## src/rtl/param_fifo.sv

```systemverilog
// Parametrised single-clock FIFO: first-word-fall-through read, occupancy count,
// almost-full/almost-empty watermarks, synchronous flush and sticky error flags.
module param_fifo #(
  parameter int DATA_WIDTH = 8,
  parameter int DEPTH      = 8,
  parameter int AF_THRESH  = DEPTH - 1,
  parameter int AE_THRESH  = 1,
  localparam int AW        = $clog2(DEPTH)
) (
  input  logic                  clk,
  input  logic                  n_rst,
  input  logic                  clear,
  input  logic                  w_enable,
  input  logic [DATA_WIDTH-1:0] w_data,
  input  logic                  r_enable,
  output logic [DATA_WIDTH-1:0] r_data,
  output logic                  full,
  output logic                  empty,
  output logic                  almost_full,
  output logic                  almost_empty,
  output logic [AW:0]           count,
  output logic                  overflow,
  output logic                  underflow
);

  localparam logic [AW:0] AF_C  = (AW+1)'(AF_THRESH);
  localparam logic [AW:0] AE_C  = (AW+1)'(AE_THRESH);
  localparam logic [AW:0] ONE_C = (AW+1)'(1);

  logic [DATA_WIDTH-1:0] mem_r [DEPTH];
  logic [AW:0]           w_ptr_r;
  logic [AW:0]           r_ptr_r;
  logic [AW:0]           count_r;
  logic                  overflow_r;
  logic                  underflow_r;
  logic                  full_s;
  logic                  empty_s;
  logic                  w_ena_s;
  logic                  r_ena_s;
  logic [DATA_WIDTH-1:0] r_data_s;

  // Full/empty come from the pointers; the extra wrap bit separates the two cases.
  always_comb begin
    full_s  = (w_ptr_r[AW-1:0] == r_ptr_r[AW-1:0]) && (w_ptr_r[AW] != r_ptr_r[AW]);
    empty_s = (w_ptr_r == r_ptr_r);
  end

  // Accepted requests; a flush in the same cycle drops both.
  always_comb begin
    w_ena_s = w_enable & ~full_s & ~clear;
    r_ena_s = r_enable & ~empty_s & ~clear;
  end

  // Head entry is presented directly; zero while nothing is stored.
  always_comb begin
    if (empty_s) begin
      r_data_s = {DATA_WIDTH{1'b0}};
    end else begin
      r_data_s = mem_r[r_ptr_r[AW-1:0]];
    end
  end

  // Storage array, intentionally without reset.
  always_ff @(posedge clk) begin
    if (w_ena_s) begin
      mem_r[w_ptr_r[AW-1:0]] <= w_data;
    end
  end

  // Pointers, occupancy and sticky error flags.
  always_ff @(posedge clk or negedge n_rst) begin
    if (!n_rst) begin
      w_ptr_r     <= '0;
      r_ptr_r     <= '0;
      count_r     <= '0;
      overflow_r  <= 1'b0;
      underflow_r <= 1'b0;
    end else if (clear) begin
      w_ptr_r     <= '0;
      r_ptr_r     <= '0;
      count_r     <= '0;
      overflow_r  <= 1'b0;
      underflow_r <= 1'b0;
    end else begin
      if (w_ena_s) begin
        w_ptr_r <= w_ptr_r + ONE_C;
      end
      if (r_ena_s) begin
        r_ptr_r <= r_ptr_r + ONE_C;
      end
      case ({w_ena_s, r_ena_s})
        2'b10:   count_r <= count_r + ONE_C;
        2'b01:   count_r <= count_r - ONE_C;
        default: count_r <= count_r;
      endcase
      if (w_enable && full_s) begin
        overflow_r <= 1'b1;
      end
      if (r_enable && empty_s) begin
        underflow_r <= 1'b1;
      end
    end
  end

  assign r_data       = r_data_s;
  assign full         = full_s;
  assign empty        = empty_s;
  assign almost_full  = (count_r >= AF_C);
  assign almost_empty = (count_r <= AE_C);
  assign count        = count_r;
  assign overflow     = overflow_r;
  assign underflow    = underflow_r;

endmodule

```

## config.mk

```make
export PLATFORM = sky130hd
export DESIGN_NAME = param_fifo
export DESIGN_NICKNAME = d
export VERILOG_FILES = /design/src/rtl/param_fifo.sv
export SDC_FILE = /design/constraint.sdc
export NUM_CORES = 1
export LEC_CHECK = 0
export CAP_MARGIN = 20
export CORE_ASPECT_RATIO = 1.2
export CORE_UTILIZATION = 55
export DETAILED_ROUTE_END_ITERATION = 6
export MAX_ROUTING_LAYER = met4
export PLACE_DENSITY = 0.83
export SLEW_MARGIN = 10
export SYNTH_ARGS = -nofsm -noshare
export SYNTH_HDL_FRONTEND = slang
export SYNTH_SLANG_ARGS = --single-unit
```

## constraint.sdc

```tcl
create_clock -name clk -period 6.73 [get_ports clk]
set_input_delay 0.673 -clock clk [delete_from_list [all_inputs] [get_ports clk]]
set_output_delay 0.673 -clock clk [all_outputs]
set_load 0.02 [all_outputs]
```

# == Word-level counts from Yosys, hierarchy flattened ==
# Memory sizes are Yosys's and may differ from the RTL's.
# Index checks and enable logic that the tools add are counted.
# totals
ff_bits,14
output_inout_bits,18
n_memories,1
input_bits,13
ram_bits,64
word_cells,45
# mem_list
name,words,width,rd,rd_ports_with_merged_regs,wr,line,source
mem_r,8,8,1,0,1,30,logic [DATA_WIDTH-1:0] mem_r [DEPTH];
# classes
n_addsub,4
n_mux,13
reduce_logical,8
magnitude_cmp,2
bitwise_logic,7
eq_ne,5
# op_table
cell,count
$mux 4,5
$add 4x1->4 const B,3
$mux 8,1
$pmux 4 s2,1
$reduce_bool 2->1,4
$mux 1,6
$and 1x1->1,4
$eq 4x4->1,1
$ge 4x3->1 const B,1
$le 4x1->1 const B,1
$sub 4x1->4 const B,1
$eq 3x3->1,1
$logic_and 1x1->1,3
$not 1->1,3
$reduce_bool 3->1,1
$eq 2x1->1 const B,1
$eq 2x2->1 const B,1
$ne 1x1->1,1

# == Longest topological paths before layout ==
# Gate-level depths: netlist (run 1).
# depth
ltp_word,8
ltp_mapped,7

# == Worst setup path before layout (run 1) ==
# Ideal clock, no wire load.
# synth_timing
kind,flip-flop to flip-flop
from,register w_ptr_r[2]
to,"memory mem_r[2][0], enable pin"
setup_ps,395
path_stages_with_launch,7
t_arrival_ps,2091
path_slack_ps,4244
period_less_slack_ps,2486
n_path_buf,2
required_time_ps,6335
cell_sequence,dfrtp_1 -> buf_2 -> xor2_1 -> o41a_1 -> buf_2 -> nand2_1 -> nor4_1
# synth_between
elab_chain_cells,7
# synth_lines
element,line,source
start: declaration,31,logic [AW:0] w_ptr_r;
start signal: assignment,86,w_ptr_r <= w_ptr_r + ONE_C;
$eq 3x3->1,44,full_s = (w_ptr_r[AW-1:0] == r_ptr_r[AW-1:0]) && (w_ptr_r[AW] != r_ptr_r[AW]);
$logic_and 1x1->1,44,
$not 1->1,50,w_ena_s = w_enable & ~full_s & ~clear;
$and 1x1->1 (2 in series),50,
$mux 1,65,if (w_ena_s) begin
$mux 1 (implied by the code),66,mem_r[w_ptr_r[AW-1:0]] <= w_data;
end: declaration,30,
# Several ways; a longest one is shown, not always the timed one.

# == Worst setup path after layout (run 1) ==
# layout_timing
from,register r_ptr_r[0]
to,output empty
# layout_between
elab_chain_cells,1
# layout_lines
element,line,source
start: declaration,32,logic [AW:0] r_ptr_r;
start signal: assignment,89,r_ptr_r <= r_ptr_r + ONE_C;
$eq 4x4->1,45,empty_s = (w_ptr_r == r_ptr_r);
end: declaration,18,"output logic empty,"
# Every way passes these cells.

==> summary.txt, run 1 <==
EDFF count, synth = 64
Cells after Synth = 204
top-area cell type share of the netlist area = 56.1%
DRT iter0 DRCs = 112
Die Ht = 88.4 um
#FFs+latches synth = 78
Syn Nets = 222
Total Nets Final = 257
sequential area share after synthesis = 66.4%
Hold Crit Start = underflow$_DFFE_PN0P_
via count = 1801
Setup TNS Final = 0 ps
first-pass GRT wire length = 9370 um
RSZ-0062 raised after global routing = false
Peak VDD IR = 0.198 mV
Final Max Slew Viols = 0
Worst EP required = 6060 ps
Tmin final = 3570 ps
arrival time of the worst setup path = 2900 ps
DP HPWL = 4010 um
Fin Hold WS = 505 ps
Detailed Route WL = 6060 um
Synth Flop Type = edfxtp_1
Synth Area per Inst = 16.8 um^2
Post-Syn Area = 0.00342 mm^2
CTS buffer count = 9
Reg2Reg Launch Point = r_ptr_r[0]$_DFFE_PN0P_
# IOs = 31
Hold Crit Class = register to register
total gr overflow = 0
MaxCap Viol Count = 0
largest cells by area after synthesis = edfxtp_1, dfrtp_1, mux4_2, mux4_1, nor2_1
Detail Route Antenna Nets = 0
library cells used by synthesis = 31
die area = 0.00655 mm^2
critical path startpoint category = register
CTS sink cnt = 78
Final GP Congestion = 0.708
Synth warnings = 0
final-report hold violation count = 0
vias in the first global route = 1801
later-pin clock latency in the skew report = 350 ps
total core area = 0.00601 mm^2
post-layout util = 66.1%
wire per inst = 18.6 um
crit path kind = register to output port
relative slew slack = 40.7%
# rows = 31
clock tree buffer depth = 2
H-tree depth = 3
Tcrit/Tclk final = 53.1%
Setup crit start = r_ptr_r[0]$_DFFE_PN0P_
Achievable Freq = 280 MHz
setup bufs post-CTS = 0
Final Setup Violations = 0
Inst Count DP = 310
Ant. Diodes = 0
Area Growth Syn to Fin = 16.0%
count leader, synth = edfxtp_1
gr usage total = 21.5%
Post-CTS Resized = 0
antenna violations before repair = 0
Cell Pwr Density = 288 mW/mm^2
Clock transition at path regs = 70 ps
Die X = 74.0 um
First-pass DRT Iterations = 5
Via density = 5.54
Async SR Flop Fraction = 17.9%
skew final = 12.7 ps
Initial Util = 57.0%
CP Capture Type = output port
Non-Filler Instances = 325
CTS tree = built
Pleak = 1.36 nW
layout cell share with drive strength beyond 1 = 14.4%
status = completed
largest fanout on the critical path = 12
Tightest Pin Transition = 889 ps
hold buffers post-CTS = 0
cell taking the most area after synthesis = edfxtp_1
DRC = 0
Port Buffers = 30
largest net degree at the start of global routing = 21
synth cell count leaders = edfxtp_1, nor2_1, dfrtp_1
Root Buffer = clkbuf_8
-- registers in the layout, summed over array words and instances, names as in the netlist --
signal and count:
r_ptr_r 4, overflow 1, mem_r 64, w_ptr_r 4, underflow 1, count 4
-- power breakdown --
part | internal [mW] | total, mW | switching [mW]
clock network | 0.130 | 0.294 | 0.163
registers | 0.538 | 0.570 | 0.0321
logic | 0.142 | 0.280 | 0.138
-- final timing paths --
check / to / slack, ps / cells past startpoint
max reg2reg: mem_r[7][3]$_DFFE_PP_ / 3690 / 5
max in group asynchronous: r_ptr_r[1]$_DFFE_PN0P_ / 5560 / 1
max: empty / 3160 / 5
min in group asynchronous: count[3]$_DFFE_PN0P_ / 730 / 1
min reg2reg: underflow$_DFFE_PN0P_ / 510 / 2
min: underflow$_DFFE_PN0P_ / 510 / 2
-- logic make-up after synthesis --
| family | count (synthesis) | synth area share (%) |
|---|---|---|
| AOI/OAI and AO/OA | 12 | 3.00 |
| xor gates and xnor gates | 13 | 4.42 |
| adders and majority gates | 5 | 1.83 |
| buffers and inverters | 16 | 2.74 |
| DFF | 78 | 66.4 |
| muxes | 27 | 14.6 |
| and+or+nand+nor | 53 | 7.09 |
-- metal layers --
metal,vias up,GRT usage (%),share of wire (%)
met5,-,-,0
met4,0,6.82,0.94
met3,5,5.81,4.5
met2,45,34.6,53
met1,899,26.6,41
li1,852,-,-
-- critical path, stage by stage, from the launching register on --
cell	delay [ps]
dfrtp_1	750
buf_4	350
xor2_4	130
nor4_2	440
buf_4	250
clkdlybuf4s50_1	620
-- through the flow --
step | setup slack, ps | cell area, um^2 | total power, mW
floorplan | 4240 | 3420 | 0.758
global placement | 3570 | 3810 | 0.856
detailed placement | 3510 | 3810 | 0.864
CTS | 3110 | 3970 | 1.15
global route | 2950 | 3970 | 1.19
finish | 3160 | 3970 | 1.14
-- cell usage in the layout (no fill, tap or decap) --
| cell | n |
|---|---|
| nor2b_1 | 2 |
| nor4_2 | 2 |
| inv_6 | 1 |
| mux2i_1 | 9 |
| nand2b_1 | 2 |
| nor2_1 | 25 |
| nand2_1 | 7 |
| clkinvlp_4 | 2 |
| mux4_1 | 7 |
| clkbuf_8 | 9 |
| inv_1 | 3 |
| buf_4 | 7 |
| a21o_1 | 1 |
| dfrtp_1 | 14 |
| mux4_2 | 9 |
| mux2_1 | 2 |
| xnor2_1 | 6 |
| and3_1 | 3 |
| clkdlybuf4s50_1 | 30 |
| clkinv_2 | 2 |
| a31oi_1 | 2 |
| edfxtp_1 | 64 |
| o41ai_4 | 1 |
| a211oi_1 | 1 |
| a21oi_1 | 5 |
| xor2_4 | 2 |
| nand3_1 | 2 |
| nand4_1 | 2 |
| xor2_1 | 5 |
| ha_1 | 5 |
| nor4_1 | 3 |
| nor3_1 | 5 |
| clkinv_1 | 1 |
| o41a_1 | 2 |
-- area by class of cell --
class                      count  area (um^2)
sequential                    78         2270
tap                           82          103
clock inverter                 6         37.5
fill                         417         2040
multi-input combinational    110         1070
timing repair buffer          37          353
clock buffer                   9          124
inverter                       3         11.3
Power figures use the tool's default switching activity.
==> run 2, diff against run 1 <==
Clock period 6.73 ns to 3.7 ns, I/O delays scaled along.
==> run 2 against run 1 <==
Clock skew down 1.1 ps; total power up 94%; largest cell class unchanged; clock power up 130%; critical path type unchanged; core utilization up 1.2 points; die area unchanged.
==> summary.txt, run 2 (synthesis gave the netlist of run 1 again) <==
Area Growth Syn to Fin = 18.1%
critical path startpoint category = register
Cell Pwr Density = 549 mW/mm^2 (+91%)
clock tree buffer depth = 2 (unchanged)
later-pin clock latency in the skew report = 340 ps (about the same)
Peak VDD IR = 0.552 mV (+180%)
hold buffers post-CTS = 0 (unchanged)
number of flip-flops in the largest register = 64 (unchanged)
via count = 1832 (+1.7%)
largest fanout on the critical path = 19 (+7)
Detailed Route WL = 6200 um (+2.2%)
Pleak = 1.40 nW (+2.8%)
# IOs = 31 (unchanged)
most common cell after layout, fill and taps aside = edfxtp_1
Achievable Freq = 338 MHz
total gr overflow = 0 (unchanged)
MaxCap Viol Count = 0 (unchanged)
# rows = 31 (unchanged)
Port Buffers = 30 (unchanged)
die area = 0.00655 mm^2 (unchanged)
Met2 Wirelength = 3210 um (-0.96%)
Die X = 74.0 um (unchanged)
first-pass GRT wire length = 9670 um (+3.2%)
DRC = 0 (unchanged)
crit path kind = register to output port
met3 WL = 283 um (+2.9%)
antenna violations before repair = 0 (unchanged)
H-tree depth = 3 (unchanged)
status = completed
gr usage total = 22.3% (+0.83 points)
Slowest-stage cell, CP = mux4_1
CTS sink cnt = 78 (unchanged)
Ant. Diodes = 0 (unchanged)
post-layout util = 67.3% (+1.2 points)
total core area = 0.00601 mm^2 (unchanged)
DRT iter0 DRCs = 124 (+11%)
layout cell share with drive strength beyond 1 = 15.0% (+0.58 points)
Tmin final = 2960 ps
Non-Filler Instances = 329 (+1.2%)
Final Setup Violations = 0 (unchanged)
CP Buf/Inv Count = 2 (-1)
wire length on met1 = 2620 um (+5.3%)
Die Ht = 88.4 um (unchanged)
Detail Route Antenna Nets = 0 (unchanged)
final-report hold violation count = 0 (unchanged)
RSZ-0062 raised after global routing = false
Initial Util = 57.0% (unchanged)
CTS buffer count = 9 (unchanged)
largest net degree at the start of global routing = 20 (-4.8%)
Clock transition at path regs = 80 ps (about the same)
arrival time of the worst setup path = 2590 ps (-310 ps)
CP Capture Type = output port
vias in the first global route = 1782 (-1.1%)
Tightest Pin Transition = 802 ps (-87.0 ps)
Final Max Slew Viols = 0 (unchanged)
Inst Count DP = 313 (+0.97%)
Tcrit/Tclk final = 79.9%
Total Nets Final = 260 (+1.2%)
Worst EP required = 3330 ps (-2730 ps)
DP HPWL = 4040 um (+0.69%)
CP max stage delay = 600 ps (-150 ps)
CTS tree = built
Worst R2R Setup Slack = 1090 ps (-2600 ps)
Post-CTS Resized = 0 (unchanged)
Setup TNS Final = 0 ps (unchanged)
commonest cells after routing, fill and taps aside = edfxtp_1, clkdlybuf4s50_1, nor2_1, dfrtp_1, buf_4
setup bufs post-CTS = 0 (unchanged)
Root Buffer = clkbuf_8
Final GP Congestion = 0.817 (+16%)
wire per inst = 18.8 um (+1.0%)
Hold Crit Class = input port to async pin
relative slew slack = 46.3% (+5.6 points)
delay-heaviest family, CP = buffers and inverters
crit path cell chain = buf_4, mux4_1, mux2i_1, nor2_1, clkdlybuf4s50_1
First-pass DRT Iterations = 4 (-1)
top layer in use = met4
Via density = 5.57 (+0.48%)
skew final = 11.6 ps (-1.11 ps)
[run 2: changes by cell type in the layout (fill, tap and decap cells not counted), sizes merged]
cell / delta
clkbuf: +1
clkinvlp: -1
clkinv: -1
buf: +3
bufinv: +2
[run 2: through the flow]
stage | cell area, um^2 | hold WS [ps] | total power, mW | setup WS (ps)
2_1_floorplan | 3420 | 74.4 | 1.38 | 1210
4_1_cts | 4040 | 440 | 2.24 | 723
5_1_grt | 4040 | 479 | 2.32 | 633
3_3_place_gp | 3830 | 477 | 1.56 | 1130
3_5_place_dp | 3830 | 489 | 1.57 | 1090
6_report | 4040 | 425 | 2.22 | 743
[run 2: where the power goes]
group | total, mW | switching, mW | internal (mW) | leakage [nW]
clock network | 0.676 | 0.298 | 0.378 | 0.102
logic | 0.529 | 0.269 | 0.260 | 0.530
registers | 1.02 | 0.0371 | 0.979 | 0.768
total | 2.22 | 0.604 | 1.62 | 1.40
[run 2: per-layer routing]
| layer | up-vias | track usage, % |
|---|---|---|
| met5 | - | - |
| met4 | 0 | 8.04 |
| met3 | 5 | 5.47 |
| met2 | 45 | 34.3 |
| met1 | 924 | 29.1 |
| li1 | 858 | - |
[run 2: final cells by class]
cell class / instances / area, um^2
Multi-Input combinational cell: 110 / 1070
Clock inverter: 6 / 83.8
Clock buffer: 10 / 128
Inverter: 3 / 11.3
Tap cell: 82 / 103
Fill cell: 392 / 1970
Timing Repair Buffer: 40 / 375
Sequential cell: 78 / 2270
[run 2: final timing paths]
kind	startpoint	to	depth (start not counted)
min in group clk	underflow$_DFFE_PN0P_	underflow$_DFFE_PN0P_	2
min	n_rst	w_ptr_r[2]$_DFFE_PN0P_	1
max in group asynchronous	n_rst	r_ptr_r[1]$_DFFE_PN0P_	1
min reg2reg	underflow$_DFFE_PN0P_	underflow$_DFFE_PN0P_	2
max	r_ptr_r[0]$_DFFE_PN0P_	r_data[1]	5
max reg2reg	w_ptr_r[2]$_DFFE_PN0P_	mem_r[7][7]$_DFFE_PP_	4
==> run 3, diff against run 2 <==
Settings changed: CORE_UTILIZATION 55 to 51, PLACE_DENSITY 0.83 to 0.81.
Clock period 3.7 ns to 2.5 ns, I/O delays scaled along.
==> run 3 against run 2 <==
Setup slack got worse by 590 ps; via count up 4.9%; sequential power up 47%; die area up 7.6%; clock power increased by 52%.
==> summary.txt, run 3 (synthesis gave the netlist of run 1 again) <==
final worst slack = 149 ps (-594 ps)
Die X = 76.8 um (+3.7%)
Root Buffer = clkbuf_8
Final GP Congestion = 0.773 (-5.4%)
Pleak = 1.49 nW (+6.2%)
critical path startpoint category = register
total core area = 0.00645 mm^2 (+7.2%)
H-tree depth = 3 (unchanged)
most common cell after layout, fill and taps aside = edfxtp_1
number of flip-flops in the largest register = 64 (unchanged)
die area = 0.00705 mm^2 (+7.6%)
DRC = 0 (unchanged)
# rows = 32 (+3.2%)
crit path to = r_data[5]
hold buffers post-CTS = 0 (unchanged)
antenna violations before repair = 0 (unchanged)
Via density = 5.67 (+1.8%)
Reg2Reg Launch Point = r_ptr_r[0]$_DFFE_PN0P_
arrival time of the worst setup path = 2100 ps (-490 ps)
DRT iter0 DRCs = 158 (+27%)
later-pin clock latency in the skew report = 340 ps (about the same)
Final Setup Violations = 0 (unchanged)
Detailed Route WL = 6510 um (+5.1%)
FF-to-FF End = count[2]$_DFFE_PN0P_
Tightest Pin Transition = 767 ps (-35.3 ps)
Worst R2R Setup Slack = 270 ps (-820 ps)
gr usage total = 21.2% (-1.1 points)
crit path kind = register to output port
skew final = 9.88 ps (-1.73 ps)
Setup crit start = r_ptr_r[0]$_DFFE_PN0P_
DP HPWL = 4140 um (+2.6%)
Peak VDD IR = 0.513 mV (-7.1%)
Hold Crit Class = input port to async pin
post-placement setup slack = 279 ps (-811 ps)
Tmin final = 2350 ps
CP Capture Type = output port
largest fanout on the critical path = 14 (-5)
Detail Route Antenna Nets = 0 (unchanged)
Cell Pwr Density = 810 mW/mm^2 (+48%)
Area Growth Syn to Fin = 20.6%
Ant. Diodes = 0 (unchanged)
relative slew slack = 48.7% (+2.4 points)
First-pass DRT Iterations = 4 (unchanged)
final-report hold violation count = 0 (unchanged)
Setup TNS Final = 0 ps (unchanged)
total gr overflow = 0 (unchanged)
Final Max Slew Viols = 0 (unchanged)
status = completed
vias in the first global route = 1973 (+11%)
Tcrit/Tclk final = 94.0%
Total Nets Final = 267 (+2.7%)
RSZ-0062 raised after global routing = false
Clock transition at path regs = 90 ps (about the same)
clock tree buffer depth = 2 (unchanged)
largest net degree at the start of global routing = 20 (unchanged)
FF-to-FF path depth = 6 (+2)
commonest cells after routing, fill and taps aside = edfxtp_1, nor2_1, clkdlybuf4s50_1, buf_4, dfrtp_1
via count = 1922 (+4.9%)
first-pass GRT wire length = 10500 um (+8.4%)
post-layout util = 64.1% (-3.2 points)
Port Buffers = 30 (unchanged)
MaxCap Viol Count = 0 (unchanged)
CTS buffer count = 9 (unchanged)
Tot Pwr = 3.35 mW (+51%)
CTS tree = built
CTS sink cnt = 78 (unchanged)
layout cell share with drive strength beyond 1 = 19.7% (+4.7 points)
Achievable Freq = 425 MHz
Die Ht = 91.8 um (+3.8%)
Initial Util = 53.1% (-3.8 points)
Worst EP required = 2250 ps (-1080 ps)
# IOs = 31 (unchanged)
wire per inst = 19.2 um (+2.0%)
run 3: final cells by class:
| cell class | count | area, um^2 |
|---|---|---|
| clock inverter | 7 | 97.6 |
| tap | 85 | 106 |
| fill | 448 | 2320 |
| sequential | 78 | 2270 |
| timing repair buffer | 47 | 433 |
| clock buffer | 9 | 124 |
| multi-input combinational | 110 | 1080 |
| inverter | 3 | 11.3 |
run 3: critical path: stages, from the launching register on:
cell and delay (ps):
dfrtp_1 410, buf_12 190, mux4_1 560, mux2i_1 220
nor2_1 60, dlygate4sd2_1 320
run 3: report_power, final:
group / switching, mW / internal, mW
Combinational: 0.418 / 0.395
Sequential: 0.0507 / 1.45
Clock: 0.467 / 0.567
Total: 0.936 / 2.41
run 3: worst min path at each step:
stage | start | end | slack (ps)
6_report | n_rst | w_ptr_r[2]$_DFFE_PN0P_ | 310
5_1_grt | n_rst | count[3]$_DFFE_PN0P_ | 340
4_1_cts | n_rst | count[3]$_DFFE_PN0P_ | 330
3_5_place_dp | underflow$_DFFE_PN0P_ | underflow$_DFFE_PN0P_ | 480
3_3_place_gp | underflow$_DFFE_PN0P_ | underflow$_DFFE_PN0P_ | 480
2_1_floorplan | n_rst | count[0]$_DFFE_PN0P_ | -50
run 3: stage by stage:
stage          instances  hold WS, ps  area, um^2
6_report             339          311        4130
5_1_grt              339          344        4130
4_1_cts              338          326        4110
3_5_place_dp         321          485        3890
3_3_place_gp         321          482        3890
2_1_floorplan        204        -45.6        3420
run 3: timing repair:
item	CTS	global route
endpoints found under the hold margin	0	0
setup buffers	1	1
gates resized for setup	9	3
endpoints found under the setup margin	9	3
gates cloned	0	0
run 3: routing by layer:
| metal | global-route usage, % | part of all wire, % | up-vias |
|---|---|---|---|
| li1 | - | - | 881 |
| met1 | 27.6 | 42 | 959 |
| met2 | 32.1 | 50 | 73 |
| met3 | 5.97 | 7.0 | 9 |
| met4 | 7.69 | 1.7 | 0 |
| met5 | - | 0 | - |
